[config.mk]
export PLATFORM = sky130hd
export DESIGN_NAME = rate_limiter_mc
export DESIGN_NICKNAME = d
export VERILOG_FILES = /design/src/rtl/rate_limiter_pkg.sv /design/src/rtl/rate_limiter_lane.sv /design/src/rtl/rate_limiter_mc.sv
export SDC_FILE = /design/constraint.sdc
export NUM_CORES = 1
export LEC_CHECK = 0
export CAP_MARGIN = 20
export CORE_ASPECT_RATIO = 0.75
export CORE_MARGIN = 3
export CORE_UTILIZATION = 30
export DETAILED_ROUTE_END_ITERATION = 10
export GPL_TIMING_DRIVEN = 0
export SLEW_MARGIN = 30
export SYNTH_ARGS = -nofsm -noshare
export SYNTH_HDL_FRONTEND = slang
export SYNTH_HIERARCHICAL = 1
export SYNTH_SLANG_ARGS = --single-unit
[constraint.sdc]
create_clock -name clk -period 4.1 [get_ports clk]
set_clock_uncertainty 0.05 [all_clocks]
set_input_delay 0.82 -clock clk [delete_from_list [all_inputs] [get_ports clk]]
set_output_delay 0.82 -clock clk [all_outputs]
set_load 0.05 [all_outputs]
[src/rtl/rate_limiter_pkg.sv]
// rate_limiter_pkg: shared defaults and write-index width helper for the slew limiter
package rate_limiter_pkg;
  localparam int WIDTH_DEF = 6;
  localparam int STEP_W_DEF = 3;
  localparam int DIV_W_DEF = 8;
  localparam int CHANNELS_DEF = 4;
  function automatic int ch_w(input int n);
    return n > 1 ? $clog2(n) : 1;
  endfunction
endpackage

[src/rtl/rate_limiter_lane.sv]
// rate_limiter_lane: one channel's target/output registers and clamped step toward target
module rate_limiter_lane
  import rate_limiter_pkg::*;
#(
  parameter int WIDTH = WIDTH_DEF,
  parameter int STEP_W = STEP_W_DEF,
  parameter bit SIGNED = 1'b0
) (
  input  logic              clk,
  input  logic              reset_n,
  input  logic              tick,
  input  logic              wr,
  input  logic [WIDTH-1:0]  wr_data,
  input  logic [STEP_W-1:0] step_rise,
  input  logic [STEP_W-1:0] step_fall,
  output logic [WIDTH-1:0]  out,
  output logic              settled
);
  localparam int AW = (WIDTH > STEP_W ? WIDTH : STEP_W) + 1;
  logic [WIDTH-1:0] tgt, nxt;
  logic signed [AW-1:0] t_x, o_x, d, rs, fs;
  always_comb begin
    t_x = SIGNED ? AW'(signed'(tgt)) : AW'(tgt);
    o_x = SIGNED ? AW'(signed'(out)) : AW'(out);
    rs = AW'(step_rise);
    fs = AW'(step_fall);
    d = t_x - o_x;
    nxt = WIDTH'(d > 0 ? o_x + (rs < d ? rs : d) : d < 0 ? o_x - (fs < -d ? fs : -d) : o_x);
  end
  assign settled = out == tgt;
  always_ff @(posedge clk or negedge reset_n) begin
    if (!reset_n) begin
      tgt <= '0;
      out <= '0;
    end else begin
      if (wr) tgt <= wr_data;
      if (tick) out <= nxt;
    end
  end
endmodule

[src/rtl/rate_limiter_mc.sv]
// rate_limiter_mc: multi-channel slew-rate limiter with shared prescaler and write decode
module rate_limiter_mc
  import rate_limiter_pkg::*;
#(
  parameter int WIDTH = WIDTH_DEF,
  parameter int STEP_W = STEP_W_DEF,
  parameter int CHANNELS = CHANNELS_DEF,
  parameter int DIV_W = DIV_W_DEF,
  parameter bit SIGNED = 1'b0
) (
  input  logic                          clk,
  input  logic                          reset_n,
  input  logic                          wr_en,
  input  logic [ch_w(CHANNELS)-1:0]     wr_ch,
  input  logic [WIDTH-1:0]              wr_data,
  input  logic [STEP_W-1:0]             step_rise,
  input  logic [STEP_W-1:0]             step_fall,
  input  logic [DIV_W-1:0]              div,
  output logic [CHANNELS*WIDTH-1:0]     data_out,
  output logic [CHANNELS-1:0]           settled,
  output logic                          busy
);
  logic [DIV_W-1:0] cnt;
  logic tick;
  assign tick = cnt == div;
  always_ff @(posedge clk or negedge reset_n) begin
    if (!reset_n) cnt <= '0;
    else cnt <= tick ? '0 : cnt + 1'b1;
  end
  for (genvar i = 0; i < CHANNELS; i++) begin : g_lane
    rate_limiter_lane #(.WIDTH(WIDTH), .STEP_W(STEP_W), .SIGNED(SIGNED)) u_lane (
      .clk(clk),
      .reset_n(reset_n),
      .tick(tick),
      .wr(wr_en && int'(wr_ch) == i),
      .wr_data(wr_data),
      .step_rise(step_rise),
      .step_fall(step_fall),
      .out(data_out[i*WIDTH +: WIDTH]),
      .settled(settled[i])
    );
  end
  assign busy = ~&settled;
endmodule

==> impl_metrics.env, run 1 <==
export IMPL_crit_path_end_kind="register"
export IMPL_start_kind="register"
export IMPL_yosysUniqueCellTypes=64
export IMPL_yosysWarnings=6
export IMPL_syn_area_per_cell_sq_um=8.67
export IMPL_synth_commonest_cells="ha_1 (69), nand2_1 (63), dfrtp_1 (56)"
export IMPL_die_y_um=129
export IMPL_crit_cells=26
export IMPL_rsz0062_at_grt="yes"
export IMPL_clock_latency_ns=0.31
export IMPL_grt_pass1_wl_um=27200
export IMPL_cts_root_buf="clkbuf_16"
export IMPL_drc=0
export IMPL_synth_seq_cells=56
export IMPL_synth_area_sq_um=6060
export IMPL_cp_max_fo=5
export IMPL_yosys_area_top_type="dfrtp_1"
export IMPL_violations="setup timing"
export IMPL_cts_tree="yes"
export IMPL_antenna_found_initial=1
export IMPL_async_flop_share_pct=100
export IMPL_synth_most_common_cell="ha_1"
export IMPL_initial_core_util_pct=30.9
export IMPL_setup_ws_ns=-0.530
export IMPL_cp_required_ns=4.28
export IMPL_wl_per_cell_um=15.8
export IMPL_grt_max_degree=49
export IMPL_endpoint="g_lane[2].u_lane/out[5]"
export IMPL_nets=927
export IMPL_hold_class="primary input to async pin"
export IMPL_clockBufferDepth=2
export IMPL_synthTopCellsByArea="dfrtp_1 (23%), ha_1 (14%), nand2_1 (3.9%), o21ai_0 (3.8%), mux2_2 (3.7%)"
export IMPL_finalHoldViolCount=0
export IMPL_grt_total_usage_pct=15.3
export IMPL_synthXorXnorAreaFrac_pct=7.45
export IMPL_netlist_area_leader_share_pct=23.1
export IMPL_die_area_sq_um=22000
export IMPL_ant_nets=0
export IMPL_status="finished with violations"
export IMPL_dr_pass1_iters=5
export IMPL_cts_sinks=56
export IMPL_setup_violations=15
export IMPL_vias_per_cell=5.11
export IMPL_rows=44
export IMPL_critPathLaunch="g_lane[2].u_lane/tgt[0]"
export IMPL_yosysSeqAreaShare_pct=23.1
export IMPL_cts_hold_buffers=0
export IMPL_critPathArrivalTime_ns=4.81
export IMPL_cap_violations=0
export IMPL_rr_endpoint="g_lane[2].u_lane/out[5]"
export IMPL_tightest_slew_ns=0.927
export IMPL_max_slew_margin_pct=38.1
export IMPL_die_x_um=170
export IMPL_coreArea_sq_um=19600
export IMPL_synth_simple_area_share_pct=22.1
export IMPL_muxShareOfSynthArea_pct=6.27
export IMPL_r2r_slack_ns=-0.53
export IMPL_clock_fmax_mhz=216
export IMPL_synth_compound_area_share_pct=20.1
export IMPL_drive_above_1_share_pct=33.1
export IMPL_synth_adder_area_share_pct=16.9
export IMPL_place_inst=1006
export IMPL_crit_type="register to register"
export IMPL_place_detailed_hpwl_um=12500
export IMPL_synth_ff_type="dfrtp_1"
export IMPL_synth_net_count=801
export IMPL_clk_pin_slew_ns=0.08
export IMPL_synthCells=699
export IMPL_drtIter0Drc=333
export IMPL_crit_reg2reg_launch="g_lane[2].u_lane/tgt[0]"
export IMPL_h_tree_depth=2
export IMPL_synth_edff_count=0
export IMPL_fin_cells=1079
export IMPL_fin_crit_ns=4.63
export IMPL_path_buf_inv=3
export IMPL_slowest_stage="fa_2"
export IMPL_place_gp_congestion=0.818
export IMPL_wirelength_um=17100
export IMPL_synth_top_family_by_area="simple AND/OR/NAND/NOR gates"
export IMPL_vias=5510
export IMPL_crit_path_frequent_cell="nor3_2"
export IMPL_grt_overflow=0
export IMPL_cp_top_family="adder cells"
export IMPL_io_pins=54
export IMPL_antenna_cells=0
export IMPL_area_growth_pct=37.7
export IMPL_grt_pass1_vias=5204
export IMPL_cts_buffers=5
export IMPL_fin_crit_sh_pct=113
export IMPL_slowest_delay_ns=0.62
export IMPL_final_max_slew_viol_count=0
export IMPL_portBuffers=53
export IMPL_r2r_cells=26
[state kept, by name, summed over array words and instances (netlist names)]
name	flops
cnt	8
g_lane.u_lane/tgt	24
g_lane.u_lane/out	24
[per-stage QoR]
stage / setup TNS [ns] / utilization (%) / worst slack, ns / hold slack (ns) / area [sq um]
CTS: -3.06 / 40.2 / -0.385 / 0.295 / 7870
finish: -3.36 / 42.6 / -0.530 / 0.292 / 8350
detailed placement: -14.48 / 36.7 / -1.23 / 0.451 / 7190
global route: -6.91 / 42.6 / -0.756 / 0.290 / 8350
global placement: -13.76 / 36.6 / -1.18 / 0.448 / 7170
floorplan: -0.726 / - / -0.261 / 0.415 / 6320
[worst reg2reg max path, cell delays in order (launching register included)]
cell	delay, ns
dfrtp_1	0.38
inv_2	0.08
ha_4	0.13
inv_2	0.04
fa_2	0.62
inv_4	0.07
ha_4	0.26
o21ai_2	0.04
nand2b_1	0.17
a21oi_4	0.09
nor3_4	0.22
nor2_4	0.08
nor2_1	0.10
a21oi_1	0.05
ha_2	0.24
nor3_2	0.16
a21oi_2	0.05
o221ai_1	0.23
o211ai_1	0.15
ha_1	0.39
o21ai_2	0.08
nand2b_1	0.10
a21o_1	0.20
a21oi_2	0.17
nor3_2	0.07
nor3_2	0.18
xnor2_1	0.14
[kinds of logic after synthesis]
kind of cell	count (synthesis)
multiplexers	34
buffers and inverters	62
adder cells (fa/ha/maj)	77
XOR/XNOR	49
flip-flops	56
AND/OR/NAND/NOR	247
AO/OA/AOI/OAI	174
[timing repair]
| action | CTS | global route |
|---|---|---|
| gates cloned | 0 | 0 |
| pin swaps | 52 | 75 |
| resized for setup | 57 | 64 |
| endpoints found under the setup margin | 18 | 20 |
| buffers inserted | 44 | 25 |
[worst min-delay path by stage]
stage | start | endpoint | slack [ns] | cells after the start
2_1_floorplan | cnt[0] | cnt[0] | 0.42 | 1
3_3_place_gp | g_lane[3].u_lane/tgt[4] | g_lane[3].u_lane/tgt[4] | 0.45 | 1
3_5_place_dp | cnt[0] | cnt[0] | 0.45 | 1
4_1_cts | reset_n | g_lane[0].u_lane/out[2] | 0.29 | 1
5_1_grt | reset_n | g_lane[0].u_lane/out[2] | 0.29 | 1
6_report | reset_n | g_lane[2].u_lane/out[4] | 0.29 | 1
[cell type report]
| type | instances | area (sq um) |
|---|---|---|
| fill | 1913 | 11200 |
| multi-input combinational | 581 | 5120 |
| sequential | 56 | 1410 |
| timing repair buffer | 119 | 1080 |
| tap | 253 | 317 |
| inverter | 50 | 200 |
| clock buffer | 6 | 129 |
| buffer | 12 | 57.6 |
| clock inverter | 2 | 35.0 |
[cell usage in the layout, fill, tap and decap left out, types with 19 or more instances in the layout]
master and n:
mux2_2 20, xor2_1 24, nand3_1 19, nand2_1 60, a21oi_1 20, ha_1 47
buf_4 56, o21ai_0 22, a21oi_2 24, clkdlybuf4s50_1 48, nand2b_1 21, o21ai_1 23
nor2_1 43, dfrtp_1 47, inv_1 29
[routing by layer]
layer  track usage [%]  vias to the layer above  share of wire [%]
met5                 0                        -                  0
li1                  -                     2766                  -
met3              1.92                       14                2.9
met2              23.0                       80                 44
met1              23.6                     2650                 53
met4              2.38                        0               0.84
Power of run 1 is left out: the tool's default activity adds up to more than one toggle a clock period on the data nets, which glitch-free logic cannot reach.
==> run 2: changes to the inputs <==
- ABC_CLOCK_PERIOD_IN_PS: default -> 4100
- CTS_CLUSTER_SIZE: default -> 16
==> results of run 2 <==
No change in the layout: final DEF, timing and power equal those of run 1.
Power of run 2 is left out for the same reason.
==> run 3: changes to the inputs <==
- ABC_AREA: default -> 1
- CORE_UTILIZATION: 30 -> 45
- PLACE_DENSITY: default -> 0.68
==> run 3 against run 2 <==
- the flow now finishes without violations
- flip-flop and latch count unchanged
- area after synthesis up 0.33%
- clock-buffer cell count unchanged
- critical endpoint is now g_lane[1].u_lane/out[5]
==> impl_metrics.env, run 3 <==
export IMPL_worst_hold_slack_ns=0.314
export IMPL_synth_area_sq_um=6080
export IMPL_synth_adder_area_share_pct=16.8
export IMPL_wirelength_um=15400
export IMPL_fin_crit_ns=3.93
export IMPL_synthCells=843
export IMPL_cts_sinks=56
export IMPL_area_growth_pct=28.6
export IMPL_synth_net_count=945
export IMPL_vias=5615
export IMPL_coreArea_sq_um=13100
export IMPL_fin_util_pct=59.7
export IMPL_yosysSeqAreaShare_pct=23.0
export IMPL_r2r_slack_ns=0.17
export IMPL_synthXorXnorAreaFrac_pct=5.00
export IMPL_rows=36
export IMPL_rr_endpoint="g_lane[1].u_lane/out[5]"
export IMPL_synth_top_family_by_area="simple AND/OR/NAND/NOR gates"
export IMPL_place_gp_congestion=0.866
export IMPL_muxShareOfSynthArea_pct=3.70
export IMPL_cp_required_ns=4.25
export IMPL_cap_violations=0
export IMPL_cts_tree="yes"
export IMPL_grt_max_degree=46
export IMPL_mostFrequentLayoutCell="nand2_1"
export IMPL_synth_commonest_cells="nand2_1 (186), inv_1 (127), ha_1 (69)"
export IMPL_clk_pin_slew_ns=0.08
export IMPL_async_flop_share_pct=100
export IMPL_clock_latency_ns=0.30
export IMPL_synth_compound_area_share_pct=8.43
export IMPL_yosys_area_top_type="dfrtp_1"
export IMPL_die_x_um=140
export IMPL_dr_pass1_iters=5
export IMPL_h_tree_depth=2
export IMPL_grt_pass1_wl_um=24400
export IMPL_die_area_sq_um=15000
export IMPL_antenna_cells=0
export IMPL_drtIter0Drc=386
export IMPL_yosysWarnings=6
export IMPL_clockBufferDepth=2
export IMPL_yosysUniqueCellTypes=33
export IMPL_crit_type="register to register"
export IMPL_place_detailed_hpwl_um=11300
export IMPL_drive_above_1_share_pct=28.9
export IMPL_final_max_slew_viol_count=0
export IMPL_fillers=1179
export IMPL_setup_violations=0
export IMPL_status="complete, no violations"
export IMPL_critPathArrivalTime_ns=4.08
export IMPL_synth_edff_count=0
export IMPL_drc=0
export IMPL_grt_overflow=0
export IMPL_crit_path_end_kind="register"
export IMPL_reg_largest_list="g_lane.u_lane/out x24, g_lane.u_lane/tgt x24, cnt x8"
export IMPL_hold_class="primary input to async pin"
export IMPL_syn_area_per_cell_sq_um=7.22
export IMPL_synthTopCellsByArea="dfrtp_1 (23%), ha_1 (14%), nand2_1 (11%), inv_1 (7.8%), nand3_1 (4.7%)"
export IMPL_slowest_delay_ns=0.38
export IMPL_rsz0062_at_grt="yes"
export IMPL_synth_most_common_cell="nand2_1"
export IMPL_netlist_area_leader_share_pct=23.0
export IMPL_ant_nets=0
export IMPL_io_pins=54
export IMPL_fin_crit_sh_pct=95.9
export IMPL_tightest_slew_ns=0.669
export IMPL_start_kind="register"
export IMPL_grt_pass1_vias=5063
export IMPL_crit_path_frequent_cell="nand2_1"
export IMPL_cts_buffers=5
export IMPL_cp_max_fo=4
export IMPL_initial_core_util_pct=46.4
export IMPL_antenna_found_initial=0
export IMPL_vias_per_cell=5.02
export IMPL_wl_per_cell_um=13.8
export IMPL_nets=1049
export IMPL_crit_reg2reg_launch="g_lane[1].u_lane/tgt[0]"
export IMPL_r2r_cells=29
export IMPL_finalHoldViolCount=0
export IMPL_cts_root_buf="clkbuf_16"
export IMPL_clock_fmax_mhz=254
export IMPL_synth_ff_type="dfrtp_1"
export IMPL_die_y_um=107
export IMPL_portBuffers=53
export IMPL_grt_total_usage_pct=19.7
export IMPL_max_slew_margin_pct=55.3
export IMPL_slowest_stage="dfrtp_1"
export IMPL_synth_seq_cells=56
export IMPL_synth_simple_area_share_pct=33.6
export IMPL_final_cell_mix="nand2_1 (179), inv_1 (116), nand3_1 (54), clkdlybuf4s50_1 (50), ha_1 (48)"
run 3: cell count changes after synthesis, sizes merged, moves of 16 or more:
cell | previous run | this run
inv | 50 | 142
nand2 | 63 | 228
nand2b | 21 | 0
nor2 | 48 | 64
nand3 | 23 | 66
run 3: cell type report:
class	count	area [sq um]	area share, %
Inverter	148	569	7.28
Tap cell	171	214	2.73
Clock inverter	2	38.8	0.496
Multi-Input combinational cell	635	4560	58.3
Clock buffer	6	129	1.65
Buffer	4	15.0	0.192
Sequential cell	56	1410	18.1
Timing Repair Buffer	97	887	11.3
run 3: worst max-delay path by stage:
| stage | start | to | slack, ns |
|---|---|---|---|
| after floorplan | g_lane[1].u_lane/out[0] | g_lane[1].u_lane/out[5] | 0.03 |
| after global placement | step_rise[2] | g_lane[2].u_lane/out[5] | -0.31 |
| after detailed placement | step_rise[2] | g_lane[1].u_lane/out[5] | -0.32 |
| after CTS | g_lane[3].u_lane/tgt[0] | g_lane[3].u_lane/out[5] | 0.02 |
| after global routing | g_lane[3].u_lane/out[2] | g_lane[3].u_lane/out[5] | -0.08 |
| final | g_lane[1].u_lane/tgt[0] | g_lane[1].u_lane/out[5] | 0.17 |
run 3: stage by stage:
step / setup WS, ns / TNS [ns] / cells / instance area (sq um)
3_5_place_dp: -0.320 / -1.69 / 1068 / 6860
4_1_cts: 0.0188 / 0 / 1083 / 7130
3_3_place_gp: -0.306 / -2.87 / 1067 / 6840
6_report: 0.167 / 0 / 1119 / 7820
5_1_grt: -0.0810 / -0.251 / 1119 / 7820
2_1_floorplan: 0.0344 / 0 / 843 / 6090
run 3: worst max-delay path: cells and delay by family (launching register included):
kind / cells / cell delay [ns]
AO/OA/AOI/OAI: 5 / 0.54
XOR/XNOR: 1 / 0.12
adder cells (fa/ha/maj): 5 / 1.29
buffers and inverters: 5 / 0.31
flip-flops: 1 / 0.38
AND/OR/NAND/NOR: 13 / 1.14
run 3: kinds of logic (layout without fill, tap and decap cells):
kind of cell | after synthesis | in the layout
AND/OR/NAND/NOR | 407 | 407
buffers and inverters | 152 | 257
AO/OA/AOI/OAI | 98 | 98
adder cells (fa/ha/maj) | 77 | 77
flip-flops | 56 | 56
XOR/XNOR | 33 | 33
multiplexers | 20 | 20
run 3: metal layers:
layer	vias up	GRT usage [%]	wire length [um]
li1	2927	-	-
met1	2566	30.8	7980
met2	112	29.6	6580
met3	10	2.67	717
met4	0	2.42	133
met5	-	0	0
run 3: what timing repair did:
| action | in CTS | in global routing |
|---|---|---|
| setup buffers | 7 | 36 |
| hold buffers | 0 | 0 |
| pin swaps | 10 | 66 |
| gates resized for setup | 24 | 106 |
| setup endpoints to repair | 6 | 14 |
Power of run 3 is left out for the same reason.
